<file path="config.mk">
export PLATFORM = sky130hd
export DESIGN_NAME = fifo_serial_tx
export DESIGN_NICKNAME = d
export VERILOG_FILES = /design/src/rtl/fifo_pkg.sv /design/src/rtl/serial_baud_cnt.sv /design/src/rtl/fifo_serial_tx.sv
export SDC_FILE = /design/constraint.sdc
export NUM_CORES = 1
export LEC_CHECK = 0
export BUFFER_PORTS_ARGS = -buffer_cell sky130_fd_sc_hd__buf_2
export CAP_MARGIN = 20
export CORE_ASPECT_RATIO = 0.9
export CORE_MARGIN = 2
export CORE_UTILIZATION = 40
export DETAILED_ROUTE_END_ITERATION = 10
export REMOVE_ABC_BUFFERS = 1
export SLEW_MARGIN = 10
export SYNTH_ARGS = -nofsm -noshare
export SYNTH_HDL_FRONTEND = slang
export SYNTH_SLANG_ARGS = --single-unit
</file>
<file path="constraint.sdc">
create_clock -name clk -period 2.1 [get_ports clk]
set_clock_uncertainty 0.05 [all_clocks]
set_input_delay 0.21 -clock clk [delete_from_list [all_inputs] [get_ports clk]]
set_output_delay 0.21 -clock clk [all_outputs]
set_load 0.01 [all_outputs]
</file>
<file path="src/rtl/fifo_pkg.sv">
// Shared types and constants for the FIFO read-side serial transmitter.
// Latency: n/a (declarations only).
// Backpressure: n/a (declarations only).
package fifo_pkg;

  // Word width carried through the core's output FIFO.
  localparam int DATA_WIDTH = 8;

  // Transmitter frame sequencer states.
  typedef enum logic [2:0] {
    TX_IDLE,
    TX_POP,
    TX_LOAD,
    TX_START,
    TX_DATA,
    TX_STOP
  } tx_state_e;

  // Level of the serial line when no frame is being sent (also the stop bit level).
  localparam logic TX_IDLE_LEVEL = 1'b1;

endpackage

</file>
<file path="src/rtl/serial_baud_cnt.sv">
// Bit-period timer: free-running 0..CLKS_PER_BIT-1 counter with a wrap tick.
// Latency: tick is high on the cycle the count equals CLKS_PER_BIT-1; clr restarts at 0 next cycle.
// Backpressure: none; clr takes priority over counting.
module serial_baud_cnt #(
  parameter int CLKS_PER_BIT = 16
) (
  input  logic clk,
  input  logic rst,
  input  logic clr,
  output logic tick
);

  localparam int CW = $clog2(CLKS_PER_BIT);
  localparam logic [CW-1:0] LAST = CW'(CLKS_PER_BIT - 1);

  logic [CW-1:0] cnt;

  // Count one bit period, restarting on clear or at the end of the period.
  always_ff @(posedge clk) begin
    if (rst || clr) begin
      cnt <= '0;
    end else if (cnt == LAST) begin
      cnt <= '0;
    end else begin
      cnt <= cnt + CW'(1);
    end
  end

  assign tick = (cnt == LAST);

endmodule

</file>
<file path="src/rtl/fifo_serial_tx.sv">
// Pops words from the output FIFO and sends each as an async serial frame (start, LSB-first data, stop).
// Latency: start bit begins 3 cycles after IDLE sees en && !fifo_empty; frame is (DATA_WIDTH+2)*CLKS_PER_BIT cycles.
// Backpressure: pops only from IDLE when en is high and the FIFO is non-empty; one word in flight at a time.
module fifo_serial_tx
  import fifo_pkg::*;
#(
  parameter int DATA_WIDTH   = fifo_pkg::DATA_WIDTH,
  parameter int CLKS_PER_BIT = 16
) (
  input  logic                  clk,
  input  logic                  rst,
  input  logic                  en,
  input  logic                  fifo_empty,
  input  logic [DATA_WIDTH-1:0] fifo_rd_data,
  output logic                  fifo_rd_en,
  output logic                  tx,
  output logic                  busy,
  output logic                  frame_done
);

  localparam int BW = $clog2(DATA_WIDTH) + 1;
  localparam logic [BW-1:0] LAST_BIT = BW'(DATA_WIDTH - 1);

  tx_state_e             state_q, state_d;
  logic [DATA_WIDTH-1:0] shift_q;
  logic [BW-1:0]         bit_cnt_q;
  logic                  baud_tick;
  logic                  baud_clr;

  // The bit timer restarts on every state change so each bit gets a full period.
  assign baud_clr = (state_d != state_q) || (state_q == TX_LOAD);

  serial_baud_cnt #(
    .CLKS_PER_BIT(CLKS_PER_BIT)
  ) u_baud (
    .clk (clk),
    .rst (rst),
    .clr (baud_clr),
    .tick(baud_tick)
  );

  // State register; reset aborts any frame in progress.
  always_ff @(posedge clk) begin
    if (rst) begin
      state_q <= TX_IDLE;
    end else begin
      state_q <= state_d;
    end
  end

  // Next-state sequencing through pop, load, start, data and stop.
  always_comb begin
    state_d = state_q;
    case (state_q)
      TX_IDLE:  if (en && !fifo_empty) state_d = TX_POP;
      TX_POP:   state_d = TX_LOAD;
      TX_LOAD:  state_d = TX_START;
      TX_START: if (baud_tick) state_d = TX_DATA;
      TX_DATA:  if (baud_tick && (bit_cnt_q == LAST_BIT)) state_d = TX_STOP;
      TX_STOP:  if (baud_tick) state_d = TX_IDLE;
      default:  state_d = TX_IDLE;
    endcase
  end

  // Shift register and bit counter: load the popped word, shift one bit per period.
  always_ff @(posedge clk) begin
    if (rst) begin
      shift_q   <= '0;
      bit_cnt_q <= '0;
    end else if (state_q == TX_LOAD) begin
      shift_q   <= fifo_rd_data;
      bit_cnt_q <= '0;
    end else if ((state_q == TX_DATA) && baud_tick) begin
      shift_q   <= shift_q >> 1;
      bit_cnt_q <= bit_cnt_q + BW'(1);
    end
  end

  // Moore output decode from the registered state and timer.
  always_comb begin
    tx         = TX_IDLE_LEVEL;
    busy       = (state_q != TX_IDLE);
    fifo_rd_en = (state_q == TX_POP);
    frame_done = 1'b0;
    case (state_q)
      TX_START: tx = ~TX_IDLE_LEVEL;
      TX_DATA:  tx = shift_q[0];
      TX_STOP:  frame_done = baud_tick;
      default:  tx = TX_IDLE_LEVEL;
    endcase
  end

  a_pop_from_idle: assert property (@(posedge clk) disable iff (rst)
    fifo_rd_en |-> (!$past(fifo_empty) && ($past(state_q) == TX_IDLE)));

  a_single_pop: assert property (@(posedge clk) disable iff (rst)
    fifo_rd_en |=> !fifo_rd_en);

  a_idle_line: assert property (@(posedge clk) disable iff (rst)
    (state_q == TX_IDLE) |-> (tx && !busy));

  a_done_to_idle: assert property (@(posedge clk) disable iff (rst)
    frame_done |=> (state_q == TX_IDLE));

endmodule
</file>
Word level (Yosys, flattened, before mapping)
Index checks and enable logic that the tools add are counted.
Widths: inputs -> output; s select.
{"block": "totals", "regBits": 19, "latch_bits": 0, "ramBits": 0, "rom_bits": 0, "in_bits": 12, "out_inout_bits": 4, "wordCells": 34, "mem_count": 0}
{"block": "op_classes", "addsub": 2, "mul": 0, "div": 0, "n_lt_le_gt_ge": 0, "eq_ne": 8, "shifts": 0, "muxes": 9, "bitwise": 0, "n_reduce_logical": 11}
{"op": "$pmux 3 s6", "count": 1}
{"op": "$mux 8", "count": 2}
{"op": "$mux 3", "count": 4}
{"op": "$add 4x1->4 const B", "count": 2}
{"op": "$eq 3x2->1 const B", "count": 2}
{"op": "$eq 3x3->1 const B", "count": 2}
{"op": "$eq 4x3->1 const B", "count": 1}
{"op": "$eq 4x4->1 const B", "count": 1}
{"op": "$reduce_or 2->1", "count": 2}
{"op": "$eq 3x1->1 const B", "count": 1}
{"op": "$logic_and 1x1->1", "count": 3}
{"op": "$logic_not 3->1", "count": 1}
{"op": "$ne 3x3->1", "count": 1}
{"op": "$reduce_bool 3->1", "count": 1}
{"op": "$logic_or 1x1->1", "count": 2}
{"op": "$pmux 1 s2", "count": 1}
{"op": "$reduce_bool 2->1", "count": 1}
{"op": "$logic_not 1->1", "count": 1}
{"op": "$mux 1", "count": 1}

Depth between registers and ports, before layout
{"block": "depth", "depth_word": 8, "mapped_depth": 6, "ltp_nobuf": 5}

Modules after synthesis
From an unflattened synthesis, not the netlist that was laid out.
{"block": "unflattened", "cells_unflattened": 97, "area_unflattened_um2": 925.9}
{"mod": "fifo_serial_tx", "n_inst": 1, "cells_each": 81, "area_each_um2": 768.2, "seq_area_each_um2": 300.3}
{"mod": "serial_baud_cnt", "n_inst": 1, "cells_each": 16, "area_each_um2": 157.7, "seq_area_each_um2": 80.1}

Worst setup path before layout
No wires, ideal clock.
{"block": "synth_timing", "path_type": "register to register", "start": "register u_baud.cnt[0]", "end": "register shift_q[2]", "setup_time_ps": 88, "t_arrival_ps": 1322, "t_required_ps": 1962, "slack_ps": 640, "path_stages_with_launch": 7, "path_buffers": 1, "synth_period_minus_slack_ps": 1460, "cell_sequence": "dfxtp_1 > ha_1 > and3_1 > clkbuf_1 > nand2_1 > nor2_1 > nor4_2"}
{"block": "synth_via", "elab_chain_len": 3}
{"item": "from (decl)", "line_no": "serial_baud_cnt.sv:16", "source": "logic [CW-1:0] cnt;"}
{"item": "from (signal assigned)", "line_no": "serial_baud_cnt.sv:25", "source": "cnt <= cnt + CW'(1);"}
{"item": "$eq 4x4->1", "line_no": "serial_baud_cnt.sv:29", "source": "assign tick = (cnt == LAST);"}
{"item": "$logic_and 1x1->1", "line_no": "fifo_serial_tx.sv:73", "source": "end else if ((state_q == TX_DATA) && baud_tick) begin"}
{"item": "$reduce_bool 2->1 (no line)"}
{"item": "to (signal assigned)", "line_no": "fifo_serial_tx.sv:71", "source": "shift_q <= fifo_rd_data;"}
{"item": "to (signal assigned)", "line_no": "fifo_serial_tx.sv:74", "source": "shift_q <= shift_q >> 1;"}
{"item": "to (decl)", "line_no": "fifo_serial_tx.sv:25", "source": "logic [DATA_WIDTH-1:0] shift_q;"}
No other way between the ends.
A chain may end at the register's enable or synchronous reset.

Worst setup path in the final report
{"block": "layout_timing", "start": "register u_baud.cnt[0]", "end": "output frame_done"}
{"block": "layout_via", "elab_chain_len": 2}
{"item": "$eq 4x4->1", "line_no": "serial_baud_cnt.sv:29"}
{"item": "$mux 1", "line_no": "fifo_serial_tx.sv:85", "source": "case (state_q)"}
{"item": "to (decl)", "line_no": "fifo_serial_tx.sv:18", "source": "output logic frame_done"}
No other way between the ends.

==> impl_metrics.py <==
metrics = {
    "layout": {
        "nets": 138,
        "diodes": 0,
        "drive_gt1_share_pct": 21.1,
        "seq_area_um2": 380,
        "layout-area-overhead-vs-synth_pct": 13.5,
        "layout.cells.non_filler": 150,
        "fin_area_um2": 1020,
        "final_common_cell": "nor2_1",
        "fill_cells": 226,
        "multi_input_area_um2": 497,
        "layout_common_cells": "23 x nor2_1, 19 x dfxtp_1, 15 x buf_2",
        "final_core_util_pct": 47.3,
    },
    "power_and_ir_drop": {
        "p_comb_share_pct": 14.9,
        "power_per_cell_area_nw_per_um2": 692,
        "p_switching_mw": 0.200,
        "clkPwrFrac_pct": 27.2,
        "seqPwrFrac_pct": 57.9,
        "p_int_mw": 0.509,
        "p_leak_nw": 0.416,
        "peakVddDrop_v": 0.000472,
        "swShare_pct": 28.2,
        "total_power_mw": 0.709,
    },
    "die": {
        "rows": 16,
        "num_io_pins": 16,
        "die-width_um": 54.1,
        "fp.dieH_um": 49.1,
        "core_um2": 2160,
        "initial_core_util_pct": 41.7,
        "fp.dieArea_um2": 2650,
    },
    "sta": {
        "hold_viol": 0,
        "slew_headroom_pct": 63.8,
        "final.setup.tns_ns": 0,
        "rsz0062_at_grt": "no",
        "finalCriticalPeriod_ns": 1.78,
        "finalMaxSlewViolations": 0,
        "finalCritPeriodShare_pct": 84.6,
        "holdWs_ns": 0.0830,
        "worst_slew_pin_slew_ns": 0.541,
        "setup_viol": 0,
        "layout_setup_ws_ns": 0.324,
        "fmax_ghz": 0.563,
    },
    "synthesis": {
        "yosys_warnings": 0,
        "synth.distinct_cells": 31,
        "synth_cells": 108,
        "async_flop_share_pct": 0,
        "seq_area_frac_synth_pct": 42.2,
        "synth_edf_count": 0,
        "synth_ff_type": "dfxtp_1",
        "avgSynthCellArea_um2": 8.35,
        "ys_seq_elements": 19,
        "netlist_area_um2": 902,
    },
    "critical_path": {
        "worstSetupPathType": "flop to output port",
        "arrival_ns": 1.52,
        "cp.required_ns": 1.84,
        "startpoint_type": "flop",
        "end_kind": "output port",
        "worstPathMaxFanout": 7,
    },
    "placement": {
        "portBuffers": 15,
        "dp_hpwl_mm": 1.30,
        "dpl-instance-area_um2": 993,
        "placed_cells": 146,
        "gp_congestion": 0.782,
        "pre_cts_ws_ns": 0.531,
    },
    "clock_network": {
        "ctsResizeCount": 0,
        "cts_tree": "yes",
        "post_cts_buffers": 0,
        "cts.sinks": 19,
        "cts.hold.buffers_added": 0,
        "cts_root_buf": "clkbuf_4",
        "cts_buffers": 3,
        "worstSkewPairLatency_ns": 0.31,
        "clockBufferDepth": 2,
        "cts_max_level": 1,
        "cts.clk_slew.worst_paths_ns": 0.12,
    },
    "routing": {
        "drc": 0,
        "met3_length_um": 68,
        "top_layer_used": "met3",
        "wl_per_cell_um": 11.9,
        "wl_met2_um": 845,
        "drt_iter0_drc": 9,
        "antenna_left": 0,
        "drt-total-wl_mm": 1.78,
        "via_per_inst": 5.23,
        "wl_met1_um": 870,
        "num_vias": 784,
        "drt_pass1_iterations": 4,
    },
    "global_routing": {
        "overflow": 0,
        "grt_pass1_vias": 716,
        "grt_pass1_wl_mm": 3.08,
        "antenna_found_initial": 0,
        "grt_usage_pct": 15.6,
        "grt_start_max_net_pins": 15,
    },
    "worst_hold_path": {
        "hold_path_class": "primary input to flop",
    },
    "flow_run": {
        "maxCapViolCount": 0,
    },
    "status": {
        "outcome": "finished, final reports clean",
    },
}
-- cells in the mapped netlist (all sizes together), types with 3 or more instances --
| library cell | instances | area, um^2 |
|---|---|---|
| nand2b | 4 | 32.5 |
| xor2 | 3 | 26.3 |
| nor2 | 23 | 86.3 |
| nor3 | 9 | 61.3 |
| a21oi | 5 | 25.0 |
| nand3 | 6 | 30.0 |
| nand2 | 7 | 26.3 |
| nor4 | 8 | 56.3 |
| dfxtp | 19 | 380 |
-- final cells by class --
| class | instances | share of cell area (%) |
|---|---|---|
| clock buffer | 3 | 2.20 |
| clock inverter | 1 | 0.733 |
| inverter | 2 | 0.733 |
| multi-input combinational | 83 | 48.5 |
| sequential | 19 | 37.2 |
| tap | 27 | 3.30 |
| timing repair buffer | 15 | 7.33 |
-- routing by layer --
metal / GRT usage, % / vias to the layer above
met4: 2.50 / 0
li1: - / 404
met1: 20.6 / 367
met5: 0 / -
met3: 6.44 / 0
met2: 24.0 / 13
-- power by group through the flow --
stage          sequential (mW)  clock, mW  combinational [mW]
5_1_grt                  0.415      0.221               0.120
3_5_place_dp             0.418          0               0.106
3_3_place_gp             0.417          0               0.104
4_1_cts                  0.410      0.203               0.107
6_report                 0.411      0.193               0.105
2_1_floorplan            0.412          0              0.0745
-- registers in the layout, summed over array words and instances, names as in the netlist --
name	cells
shift_q	8
bit_cnt_q	4
u_baud.cnt	4
state_q	3
-- final timing paths --
kind	startpoint	endpoint	slack, ns	cells past startpoint
worst min register to register	u_baud.cnt[0]	u_baud.cnt[0]	0.41	1
worst max register to register	u_baud.cnt[0]	shift_q[0]	0.51	5
worst max-delay path	u_baud.cnt[0]	frame_done	0.32	5
worst min-delay path	fifo_rd_data[7]	shift_q[7]	0.08	3
-- worst max-delay path, cell delays in order (launching register included) --
cell	delay [ns]
dfxtp_1	0.37
ha_1	0.20
and3_1	0.30
nand2_1	0.10
nor2_1	0.10
buf_2	0.13
-- cell families after synthesis --
| group | Yosys count | share of synthesized area (%) |
|---|---|---|
| flops | 19 | 42.2 |
| xor+xnor | 5 | 4.86 |
| buf+inv | 6 | 2.77 |
| simple gates | 67 | 41.1 |
| fa+ha+maj | 2 | 2.77 |
| compound gates | 9 | 6.38 |
Power figures use the tool's default switching activity.
